### src/rtl/mem_ctrl.sv
// rtl/mem_ctrl.sv - single-port byte RAM arbiter between fetch stream and load/store buffer
module mem_ctrl #(
  parameter logic [1:0] IO_SEL = 2'b11
) (
  input  logic        clk_in,
  input  logic        rst_in,
  input  logic        rdy_in,
  input  logic        io_buffer_full,
  input  logic        if_req,
  input  logic [31:0] if_addr,
  output logic        if_grant,
  input  logic        lsb_req,
  input  logic        lsb_we,
  input  logic [1:0]  lsb_len,
  input  logic [31:0] lsb_addr,
  input  logic [31:0] lsb_wdata,
  input  logic        lsb_flush,
  output logic        lsb_done,
  output logic [31:0] lsb_rdata,
  output logic [31:0] ram_a,
  output logic        ram_wr,
  output logic [7:0]  ram_dout,
  input  logic [7:0]  ram_din
);

  typedef enum logic [1:0] {S_IDLE, S_LOAD, S_STORE} state_t;

  state_t      state_q;
  logic [1:0]  k_q;       // next byte index to issue
  logic        pend_q;    // a read was issued last cycle, its byte is on ram_din now
  logic [1:0]  pidx_q;    // byte lane of the pending read
  logic        plast_q;   // the pending read is the final byte of the load
  logic        done_q;
  logic [31:0] rdata_q;

  logic        active;
  logic        io_block;
  logic        busy;
  logic        lsb_win;
  logic [1:0]  idx;
  logic [31:0] wdata_sh;

  assign lsb_done  = done_q;
  assign lsb_rdata = rdata_q;

  // Arbitration and RAM port drive; everything is quiet while held in reset or frozen.
  // A pending final capture also blocks a restart so the LSB, which holds its
  // request until lsb_done, is not re-served in the cycle before its done pulse.
  always_comb begin
    active   = rdy_in & rst_in;
    io_block = lsb_we & (lsb_addr[17:16] == IO_SEL) & io_buffer_full;
    busy     = (state_q != S_IDLE);
    lsb_win  = active & ~busy & lsb_req & ~done_q & ~pend_q & ~io_block;
    idx      = busy ? k_q : 2'd0;
    if_grant = active & ~busy & ~lsb_win & if_req;
    ram_a    = (busy | lsb_win) ? (lsb_addr + {30'd0, idx}) : if_addr;
    ram_wr   = active & ((lsb_win & lsb_we) | (state_q == S_STORE));
    wdata_sh = lsb_wdata >> {idx, 3'b000};
    ram_dout = ram_wr ? wdata_sh[7:0] : 8'h00;
  end

  // Controller FSM: byte issue sequencing, read-data capture and the done pulse.
  always_ff @(posedge clk_in or negedge rst_in) begin
    if (!rst_in) begin
      state_q <= S_IDLE;
      k_q     <= 2'd0;
      pend_q  <= 1'b0;
      pidx_q  <= 2'd0;
      plast_q <= 1'b0;
      done_q  <= 1'b0;
      rdata_q <= 32'd0;
    end else begin
      done_q <= 1'b0;
      // capture is not gated by rdy_in: the RAM delivers regardless
      if (pend_q) begin
        rdata_q[{pidx_q, 3'b000} +: 8] <= ram_din;
        pend_q <= 1'b0;
        if (plast_q) done_q <= 1'b1;
      end
      if (active) begin
        case (state_q)
          S_IDLE: begin
            if (lsb_win) begin
              k_q <= 2'd1;
              if (lsb_we) begin
                if (lsb_len == 2'd0) done_q  <= 1'b1;
                else                 state_q <= S_STORE;
              end else begin
                rdata_q <= 32'd0;
                pend_q  <= 1'b1;
                pidx_q  <= 2'd0;
                plast_q <= (lsb_len == 2'd0);
                if (lsb_len != 2'd0) state_q <= S_LOAD;
              end
            end
          end
          S_LOAD: begin
            if (lsb_flush) begin
              state_q <= S_IDLE;
              pend_q  <= 1'b0;
              k_q     <= 2'd0;
            end else begin
              pend_q  <= 1'b1;
              pidx_q  <= k_q;
              plast_q <= (k_q == lsb_len);
              k_q     <= k_q + 2'd1;
              if (k_q == lsb_len) begin
                state_q <= S_IDLE;
                k_q     <= 2'd0;
              end
            end
          end
          S_STORE: begin
            k_q <= k_q + 2'd1;
            if (k_q == lsb_len) begin
              state_q <= S_IDLE;
              k_q     <= 2'd0;
              done_q  <= 1'b1;
            end
          end
          default: state_q <= S_IDLE;
        endcase
      end
    end
  end

endmodule

### config.mk
export PLATFORM = sky130hd
export DESIGN_NAME = mem_ctrl
export DESIGN_NICKNAME = d
export VERILOG_FILES = /design/src/rtl/mem_ctrl.sv
export SDC_FILE = /design/constraint.sdc
export NUM_CORES = 1
export LEC_CHECK = 0
export BUFFER_PORTS_ARGS = -buffer_cell sky130_fd_sc_hd__buf_2
export CAP_MARGIN = 15
export CORE_UTILIZATION = 41
export DETAILED_ROUTE_END_ITERATION = 6
export PLACE_DENSITY_LB_ADDON = 0.3
export SKIP_LAST_GASP = 1
export SLEW_MARGIN = 30
export SYNTH_ARGS = -nofsm -noshare
export SYNTH_HDL_FRONTEND = slang
export SYNTH_SLANG_ARGS = --single-unit
### constraint.sdc
create_clock -name clk_in -period 2.8 [get_ports clk_in]
set_input_delay 0.28 -clock clk_in [delete_from_list [all_inputs] [get_ports clk_in]]
set_output_delay 0.28 -clock clk_in [all_outputs]
set_load 0.02 [all_outputs]
======== Yosys cells after proc, flatten, opt, wreduce, memory -nomap -nowiden ========
Index checks and enable logic that the tools add are counted.
word-level totals
  flip-flop bits (word level) ............. 41
  bits of input ports ..................... 114
  output and inout bits ................... 75
cells by class
  add/sub/neg operators ................... 3
  equal/unequal tests ..................... 9
  shift operators ......................... 3
  multiplexer cells ....................... 41
  bitwise operators ....................... 19
  reduce and logical (&&, ||, !) cells .... 9
operator list
  kind                                                                     number
  32-bit 2-to-1 mux                                                        6
  32-bit by 2-bit adder with 32-bit output                                 1
  32-bit bitwise mux                                                       1
  8-bit by 7-bit variable shift with 32-bit output (first input constant)  1
  8-bit by 7-bit variable part select with 32-bit output                   1
  32-bit by 5-bit right shift with 8-bit output                            1
  2-bit 2-to-1 mux                                                         13
  1-bit 2-to-1 mux                                                         14
  1-bit bitwise AND                                                        12
  2-bit case mux with 3 select lines                                       2
  8-bit 2-to-1 mux                                                         1
  5-bit negator with 7-bit output                                          1
  2-bit inequality test (second input constant)                            3
  3-bit inequality test (second input constant)                            2
  1-bit case mux with 2 select lines                                       3
  2-bit nonzero test                                                       3
  1-bit inverter                                                           5
  5-bit AND reduction                                                      1
  2-bit == test (second input constant)                                    2
  2-bit logical NOT                                                        2
  2-bit case mux with 2 select lines                                       1
  4-bit AND reduction                                                      1
  3-bit AND reduction                                                      1
  3-bit nonzero test                                                       1
  other kinds (4)                                                          5

======== Longest topological paths before layout ========
Gate-level depths: netlist of the first run.
  depth in word-level cells ............... 11
  gate-level depth with buffers ........... 12
  gate-level depth less buffers ........... 11

======== Worst setup path before layout of the first run ========
No wires, ideal clock.
  path kind ............................... register to output
  start point ............................. reg state_q[0]
  end point ............................... out ram_a[14]
  data arrival time ....................... 2.955 ns
  required time ........................... 2.520 ns
  path slack .............................. -0.435 ns
  cell stages (with the launch flop) ...... 13
  cells stage by stage .................... dfrtp_1 -> inv_1 -> ha_1 -> nand2b_1 -> clkbuf_1 -> inv_1 -> ha_1 -> fa_1 -> and2_1 -> nand3_1 -> nor3_1 -> xnor2_1 -> o21ai_0
between the ends
  cells in the longest elaborated chain, start to end .. 9
  elaborated cells on any way between the ends .. 11
  classes of those cells .................. 1 x add/sub; 2 x mux; 7 x bitwise; 1 x reduce/logical
RTL lines
  what                                                                              RTL line  text
  start: declaration                                                                28        state_t state_q;
  start signal: assignment                                                          65        state_q <= S_IDLE;
  start signal: assignment                                                          87        else state_q <= S_STORE;
  start signal: assignment                                                          93        if (lsb_len != 2'd0) state_q <= S_LOAD;
  2-bit nonzero test *                                                              52        busy = (state_q != S_IDLE);
  branches (longest 7 deep; another with 32-bit by 2-bit adder with 32-bit output)  n/a
  32-bit 2-to-1 mux *                                                               56        ram_a = (busy | lsb_win) ? (lsb_addr + {30'd0, idx}) : if_addr;
  end: declaration                                                                  20        output logic [31:0] ram_a,
Mark *: on every way between the ends.

======== Final worst setup path of the first run ========
  start point ............................. reg state_q[1]
  end point ............................... out ram_a[22]
The elaborated chain is that of the path after synthesis.

==> results.md, run 1 <==
- The flow ran to the end, but the final reports show violations.
- The final reports fail on setup timing.
- The tool flagged a number of max-cap violations equal to 0.
- Across the whole layout, storage elements account for 0.00103 mm2.
- In the post-route analysis, the smallest setup slack over all paths is -0.120 ns.
- After synthesis, the cell types taking the most area are sky130_fd_sc_hd__dfrtp_1, sky130_fd_sc_hd__a22oi_1, sky130_fd_sc_hd__xnor2_1, sky130_fd_sc_hd__nand2_1, sky130_fd_sc_hd__mux4_2.
- Each instance of the synthesized netlist takes up on average 8.68 um2.
- The combinational power share is 66.8%.
- The root buffer selected by CTS is sky130_fd_sc_hd__clkbuf_8.
- After synthesis, the netlist uses 52 different library cells.
- Setup violations remaining at the end of the flow were counted as 10.
- In the final routed layout, each cell accounts on average for 16.1 um.
- The post-synth net total is 506.
- Setup repair after global routing could not meet its margin everywhere.
- In this run switching power makes up 46.4% of total power.
- The largest individual stage delay along the critical path comes from the cell sky130_fd_sc_hd__or3_4.
- The power per unit of standard cell area is 737 mW/mm2.
- The region available for standard cell placement spans 0.00773 mm2.
- The number of primary I/O pins is 189.
- The worst-case headroom to the max-slew limit is 40.8%.
- The number of antenna violations at the first check in global routing is 0.
- Clock-pin slew was measured on the worst setup and hold paths at 0.09 ns.
- The detailed-routing iteration count for the pre-antenna-repair pass is 6.
- The total cell area at the placement stage is 0.00444 mm2.
- The fraction of final layout cells sized beyond drive strength 1 is 48.2%.
- The slack of the worst reg-to-reg path is 0.63 ns.
- For this run the aggregate overflow at the end of global routing stands at 0.
- After detailed routing, the number of remaining DRC violations is 0.
- The core occupancy in the finished layout is 63.1%.
- At the worst endpoint, the required time is 2.52 ns.
- Summed over all nets, the switching power comes to 0.00167 W.
- Counting along the longest clock path gives a buffer depth of 2.
- The cell row count is 32.
- Fill cells in the final layout number 660.
- The effective utilization at floorplan is 42.6%.
- The total internal power is 0.00193 W.
- In the global route stage, overall resource usage came out at 24.4%.
- In this run the tool buffered the top-level ports with 188 buffer cells.
- In this run the worst hold path is classified as input pin to asynchronous set/reset pin.
- The height of the die is 91.6 um.
- The dominant cell by count in the synthesized netlist is sky130_fd_sc_hd__nand2_1.
- Synthesis inferred 41 register bits.
- CTS saw 41 sinks.
- The post-route antenna net violation count is 0.
- The first-pass GRT wire length is 16500 um.
- In this run the static leakage power is 2.42 nW.
- Adding up every negative setup slack in the final design gives -0.530 ns.
- Dividing the detail-routed via count by the number of cells gives 5.38.
- At the pin with the least slew margin, the transition time is 0.887 ns.
- The share of total power in the clock network is 10.7%.
- The worst-case setup slack after placement is -0.0411 ns.
- The HPWL after detailed placement is 8330 um.
- The share of the Yosys chip area taken by registers is 31.2%.
- The critical path contains buffers and inverters numbering 3 combined.
- The signal on the critical path passes through inv_2 > ha_4 > nand2b_4 > inv_4 > ha_4 > fa_2 > nand4_1 > nor4_4 > nand4_1 > or3_4 > nand3_2 > buf_6.
- Summed over its instances, the top area cell type makes up 31.2% of the synthesized netlist area.
- The finished cells cover 0.00488 mm2.
- The number of endpoints with negative hold slack in the final report came to 0.
- For the worst-skew pair, the clock arrives at the later sink with an insertion delay of 0.30 ns.
- Along the worst path, the maximum fanout reaches 5.
- The total number of nets in the final design is 717.
- In this run the number of H-tree levels came out at 2.
- The worst setup path is launched from a flop.
- The detailed-route via count is 3730.
- Among cell families on the critical path, the largest total delay comes from simple AND/OR/NAND/NOR gates.
- TritonCTS created 5 clock buffers.
- The most critical setup path has its startpoint at state_q[1].
- On the worst path, the slowest cell contributes a delay of 0.42 ns.
- VDD sags by at most 352 uV.
- The synthesized design contains 0 enable-type register cells.
- The number of hold buffers added after CTS was 0.
- The final RePlAce weighted congestion is 0.958.
- TritonCTS built the clock tree.
- The critical path in this run is classified as flop to primary output.
- The final worst clock skew is 0.00956 ns.
- The antenna cell count is 0.
- Counting flops with an async set or reset pin after synthesis yields a share of 100%.
- For this run, the top clock speed supported by timing is 0.342 GHz.
- The multi-input logic area is 0.00236 mm2.
- The number of slew-limit violations in the final report is 0.
- Data on the critical path arrives at its endpoint at 2.64 ns.
- After technology mapping, the gate count stands at 379.
- The part of the cycle the worst path needs is 104%.
- The full die area is 0.00839 mm2.
- The type of element capturing the critical path is a primary output.
- By count the netlist is led by sky130_fd_sc_hd__nand2_1, sky130_fd_sc_hd__dfrtp_1, sky130_fd_sc_hd__nor2_1.
- Subtracting the final worst setup slack from the clock period gives 2.92 ns.
- Relative to the synthesized area, the layout overhead comes to 48.2%.
- The finished layout holds 693 standard cells, fillers aside.
- The netlist area before placement is 0.00329 mm2.
- The overall routed net length is 11100 um.
- For this run, the number of Yosys warnings is 0.
- The part of the power in registers is 22.5%.
- The reg-to-reg critical path startpoint is pidx_q[0].
- Entering global routing, the biggest net connects 45 pins.
- The number of cells in the design after placement is 669.
- The number of global-route vias before repair is 3420.
- For this block, the initial DRC count from the detailed router was 190.
- The largest total area in the synthesized netlist belongs to sky130_fd_sc_hd__dfrtp_1.
- Among all flip-flop cells after synthesis, the most frequent one is sky130_fd_sc_hd__dfrtp_1.
- From left edge to right edge, the die measures 91.6 um.
-- kinds of logic (layout without fill, tap and decap cells) --
| kind of cell | count (synthesis) | in the layout | share of synthesized area (%) |
|---|---|---|---|
| muxes | 13 | 13 | 7.65 |
| buffers and inverters | 27 | 238 | 3.54 |
| and+or+nand+nor | 167 | 167 | 26.7 |
| AOI/OAI and AO/OA | 87 | 88 | 17.5 |
| xor gates and xnor gates | 31 | 31 | 8.25 |
| DFF | 41 | 41 | 31.2 |
| adders and majority gates | 13 | 13 | 5.17 |
-- area by class of cell --
cell class                      instances  area share, %
Multi-Input combinational cell        312           48.5
Sequential cell                        41           21.0
Inverter                               11          0.898
Clock buffer                            6           1.49
Clock inverter                          2          0.308
Timing Repair Buffer                  219           25.1
Tap cell                              102           2.62
-- per-layer routing --
layer  track usage [%]  vias to the layer above  part of all wire, %
li1                  -                     1803                    -
met1              29.4                     1763                   40
met2              44.5                      147                   53
met3              3.52                       17                  5.3
met4              7.28                        0                  1.7
met5                 0                        -                    0
-- flip-flops by register name, summed over array words and instances (netlist names) --
signal,flops
k_q,2
lsb_done,1
state_q,2
pend_q,1
pidx_q,2
plast_q,1
lsb_rdata,32
-- power by group through the flow --
stage          registers, W  clock network, W  logic (W)
2_1_floorplan      0.000897                 0    0.00134
3_3_place_gp       0.000805                 0    0.00206
3_5_place_dp       0.000814                 0    0.00211
4_1_cts            0.000806          0.000391    0.00224
5_1_grt            0.000821          0.000416    0.00259
6_report           0.000810          0.000384    0.00240
-- cell usage in the layout, fill, tap and decap left out, drive strengths merged, types with 2 or more instances in the layout --
cell type	netlist	layout
nor2b	4	4
and3	4	4
ha	12	12
a21oi	5	5
nand4b	2	2
xor2	8	8
dfrtp	41	41
or3	2	2
mux4	8	8
nand2	51	51
o21a	2	2
nor3	7	7
nor2	39	39
nand3	8	8
a41oi	2	2
xnor2	23	23
nand2b	3	3
a21boi	1	2
and2	12	12
and4	3	3
nor4b	2	2
a31oi	3	3
inv	11	11
clkbuf	9	6
or2	2	2
nor4	10	10
a22oi	33	33
o21ai	34	34
buf	7	219
clkinvlp	0	2
mux2	5	5
nand4	14	14
-- final timing paths --
path	endpoint	cells past startpoint
max	ram_a[22]	12
min	pend_q	2
max reg2reg	lsb_rdata[19]	7
min reg2reg	lsb_rdata[1]	2
max in group asynchronous	lsb_rdata[21]	2
min in group clk_in	lsb_rdata[4]	3
-- metrics by stage --
| step | total power (W) | hold WS [ns] |
|---|---|---|
| global placement | 0.00287 | 0.410 |
| CTS | 0.00343 | 0.0978 |
| finish | 0.00359 | 0.0881 |
| global route | 0.00383 | 0.130 |
| floorplan | 0.00223 | -0.0156 |
| detailed placement | 0.00293 | 0.422 |
-- repair_timing --
action / 4_1_cts / 5_1_grt
gates cloned: 0 / 1
setup endpoints to repair: 23 / 27
pin swaps: 8 / 18
endpoints found under the hold margin: 0 / 0
resized for setup: 22 / 33
setup buffers: 9 / 6
No activity file was read; power rests on OpenSTA's default activity.
==> inputs of run 2 (changes only) <==
--- a/config.mk
+++ b/config.mk
@@ -8,6 +8,7 @@
 export BUFFER_PORTS_ARGS = -buffer_cell sky130_fd_sc_hd__buf_2
 export CAP_MARGIN = 15
 export CORE_UTILIZATION = 41
+export CTS_BUF_LIST = sky130_fd_sc_hd__clkbuf_8 sky130_fd_sc_hd__clkbuf_16
 export DETAILED_ROUTE_END_ITERATION = 6
 export PLACE_DENSITY_LB_ADDON = 0.3
 export SKIP_LAST_GASP = 1
==> results.md, run 2 (synthesis results as in run 1) <==
- The run finished, with violations left.
- The final reports fail on setup timing.
- The path category of the worst min-delay check is input pin to asynchronous set/reset pin.
- The kind of critical path is flop to primary output.
- Global routing used 24.4% of the available tracks across all layers.
- Adding up every negative setup slack in the final design gives -0.529 ns.
- The root buffer selected by CTS is sky130_fd_sc_hd__clkbuf_8.
- The first global-routing pass estimated 16500 um of wire.
- The actual transition at the worst max-transition pin is 0.888 ns.
- The overall routed net length is 11100 um.
- The sum of overflow across all layers after global routing is 0.
- Setup repair after global routing could not meet its margin everywhere.
- After global routing, the most crowded layer is met2.
- The detailed-route via count is 3734.
- The clock-pin slew on the worst setup and hold paths is 0.09 ns.
- The total number of nets in the final design is 717.
- Setup violations remaining at the end of the flow were counted as 10.
- The library cell used most frequently in the layout, excluding fill and tap cells, is sky130_fd_sc_hd__buf_2.
- The effective utilization at floorplan is 42.6%.
- Along the worst path, the maximum fanout reaches 5.
- The reg-to-reg critical path startpoint is pidx_q[0].
- The pin count of the biggest net entering global routing is 45.
- In this run the core area contains 32 standard-cell rows.
- In the global route stage, met2 resource usage came out at 44.5%.
- Dividing the final minimum period by the clock period gives 104%.
- The type of element capturing the critical path is a primary output.
- On the critical path, the stage with the largest delay is an instance of sky130_fd_sc_hd__or3_4.
- Cells with a size suffix above 1 make up 48.2% of the layout.
- The clock network latency to the later pin of the worst-skew pair is 0.30 ns.
- The largest voltage drop on the vdd net is 352 uV.
- The setup check on the worst reg-to-reg path leaves a slack of 0.63 ns.
- For the worst setup path, the data arrival time is 2.64 ns.
- Prior to clock tree synthesis, the placed netlist has a worst setup slack of -0.0411 ns.
- The required time of the critical path is 2.52 ns.
- Cell internal power was estimated by the tool at 0.00192 W.
- In this run the worst setup path begins at state_q[1].
- The worst setup path is launched from a flop.
- Global routing consumed, on the met1 layer, 29.4% of the routing resources.
- The maximum single-stage delay on the critical path is 0.42 ns.
- Summed over all nets, the switching power comes to 0.00167 W.
- Of the total power, the share spent switching nets is 46.5%.
- After floorplanning, the core was sized to cover 0.00773 mm2.
- The worst-case headroom to the max-slew limit is 40.8%.
- The number of primary I/O pins is 189.
- The number of global-route vias before repair is 3420.
- 0 antenna diodes ended up in the layout.
- The H-tree was split into 2 levels.
- For this design the static power due to leakage is 2.43 nW.
- The floorplan step defined a die boundary enclosing 0.00839 mm2.
- The die is 91.6 um wide.
- TritonCTS created 5 clock buffers.
- The number of flip-flops under the largest register name is 32.
- Max-cap violations in this run came to 0.
- The part of the power in registers is 22.6%.
- For this run, design rule violations remaining after detail routing come to 0.
- The count of nets left with antenna violations once routing finished came out at 0.
- For met3 alone, demand over resource in global routing was 3.52%.
- The number of DRC markers in iteration 0 is 190.
- The maximum frequency from static timing analysis is 0.343 GHz.
- The clock period minus final worst setup slack is 2.92 ns.
- Dividing the detail-routed wire length by the instance count gives 16.0 um.
- The height of the die is 91.6 um.
- For this design the ratio of total power to cell area is 737 mW/mm2.
- The endpoint of the worst register-to-register path is lsb_rdata[19].
- The top cell types in the final layout, fill and taps aside, are sky130_fd_sc_hd__buf_2, sky130_fd_sc_hd__nand2_1, sky130_fd_sc_hd__buf_4.
- The worst-case reg-to-reg path depth is 7.
- The final RePlAce weighted congestion is 0.958.
- Across the routed clock network, the largest skew measured is 0.00957 ns.
- The signal on the critical path passes through inv_2 > ha_4 > nand2b_4 > inv_4 > ha_4 > fa_2 > nand4_1 > nor4_4 > nand4_1 > or3_4 > nand3_2 > buf_6.
- The final setup slack of the worst path is -0.120 ns.
- The detailed-routing iteration count for the pre-antenna-repair pass is 5.
- The longest clock path from root to sink contains 2 buffers.
- Compared with the post-synthesis result, the final layout area differs by 48.2%.
- The clock tree from TritonCTS is done.
- The number of endpoints with negative hold slack in the final report was 0.
- In this run, the combinational gates consume 66.8% of the power.
- The CTS sink count is 41.
- The number of slew-limit violations in the final report came to 0.
- After detailed routing, the number of vias per cell comes to 5.39.
- The HPWL after detailed placement is 8330 um.
- The share of total power dissipated in the clock network is 10.7%.
- The number of antenna violations at the first check in global routing is 0.
- The number of input and output port buffers inserted is 188.
==> run 2: power groups by stage <==
stage / combinational [W] / clock [W] / sequential [W]
2_1_floorplan: 0.00134 / 0 / 0.000897
3_3_place_gp: 0.00206 / 0 / 0.000805
3_5_place_dp: 0.00211 / 0 / 0.000814
4_1_cts: 0.00224 / 0.000387 / 0.000806
5_1_grt: 0.00259 / 0.000413 / 0.000821
6_report: 0.00240 / 0.000384 / 0.000810
==> run 2: worst max path at each step <==
stage	slack (ns)	endpoint	cells after the start
finish	-0.12	ram_a[22]	12
global route	-0.21	ram_a[14]	14
CTS	-0.11	ram_a[28]	12
detailed placement	-0.04	ram_a[28]	12
global placement	0.05	ram_a[28]	12
floorplan	-0.07	ram_a[14]	12
==> run 2: layout make-up <==
cell class / count / area, um2
Clock inverter: 3 / 18.8
Clock buffer: 5 / 68.8
Tap cell: 102 / 128
Multi-Input combinational cell: 312 / 2360
Timing Repair Buffer: 219 / 1230
Inverter: 11 / 43.8
Sequential cell: 41 / 1030
Fill cell: 660 / 2850
==> run 2: worst max-delay path: cells and delay by family (launching register included) <==
| family | cells | cell delay, ns |
|---|---|---|
| flip-flops | 1 | 0.37 |
| adder cells (fa/ha/maj) | 3 | 0.48 |
| AND/OR/NAND/NOR | 6 | 1.25 |
| buffers and inverters | 3 | 0.24 |
==> run 2: routing by layer <==
metal / vias up / share of wire, %
met5: - / 0
met4: 0 / 1.7
met3: 17 / 5.2
met2: 142 / 53
met1: 1770 / 40
li1: 1805 / -
==> run 2: what timing repair did <==
item | CTS | global route
endpoints found under the setup margin | 23 | 27
gates resized for setup | 22 | 33
cloned | 0 | 1
pin swaps | 8 | 18
buffers inserted | 9 | 6
hold buffers | 0 | 0
==> run 2: per-stage QoR <==
stage / util, % / std cells / power (W) / hold WS [ns] / instance area (um2)
after floorplan: - / 379 / 0.00223 / -0.0156 / 3310
after global placement: 57.4 / 669 / 0.00287 / 0.410 / 4440
after detailed placement: 57.4 / 669 / 0.00293 / 0.422 / 4440
after CTS: 60.6 / 686 / 0.00343 / 0.0978 / 4680
after global routing: 63.1 / 693 / 0.00382 / 0.129 / 4880
final: 63.1 / 693 / 0.00359 / 0.0865 / 4880
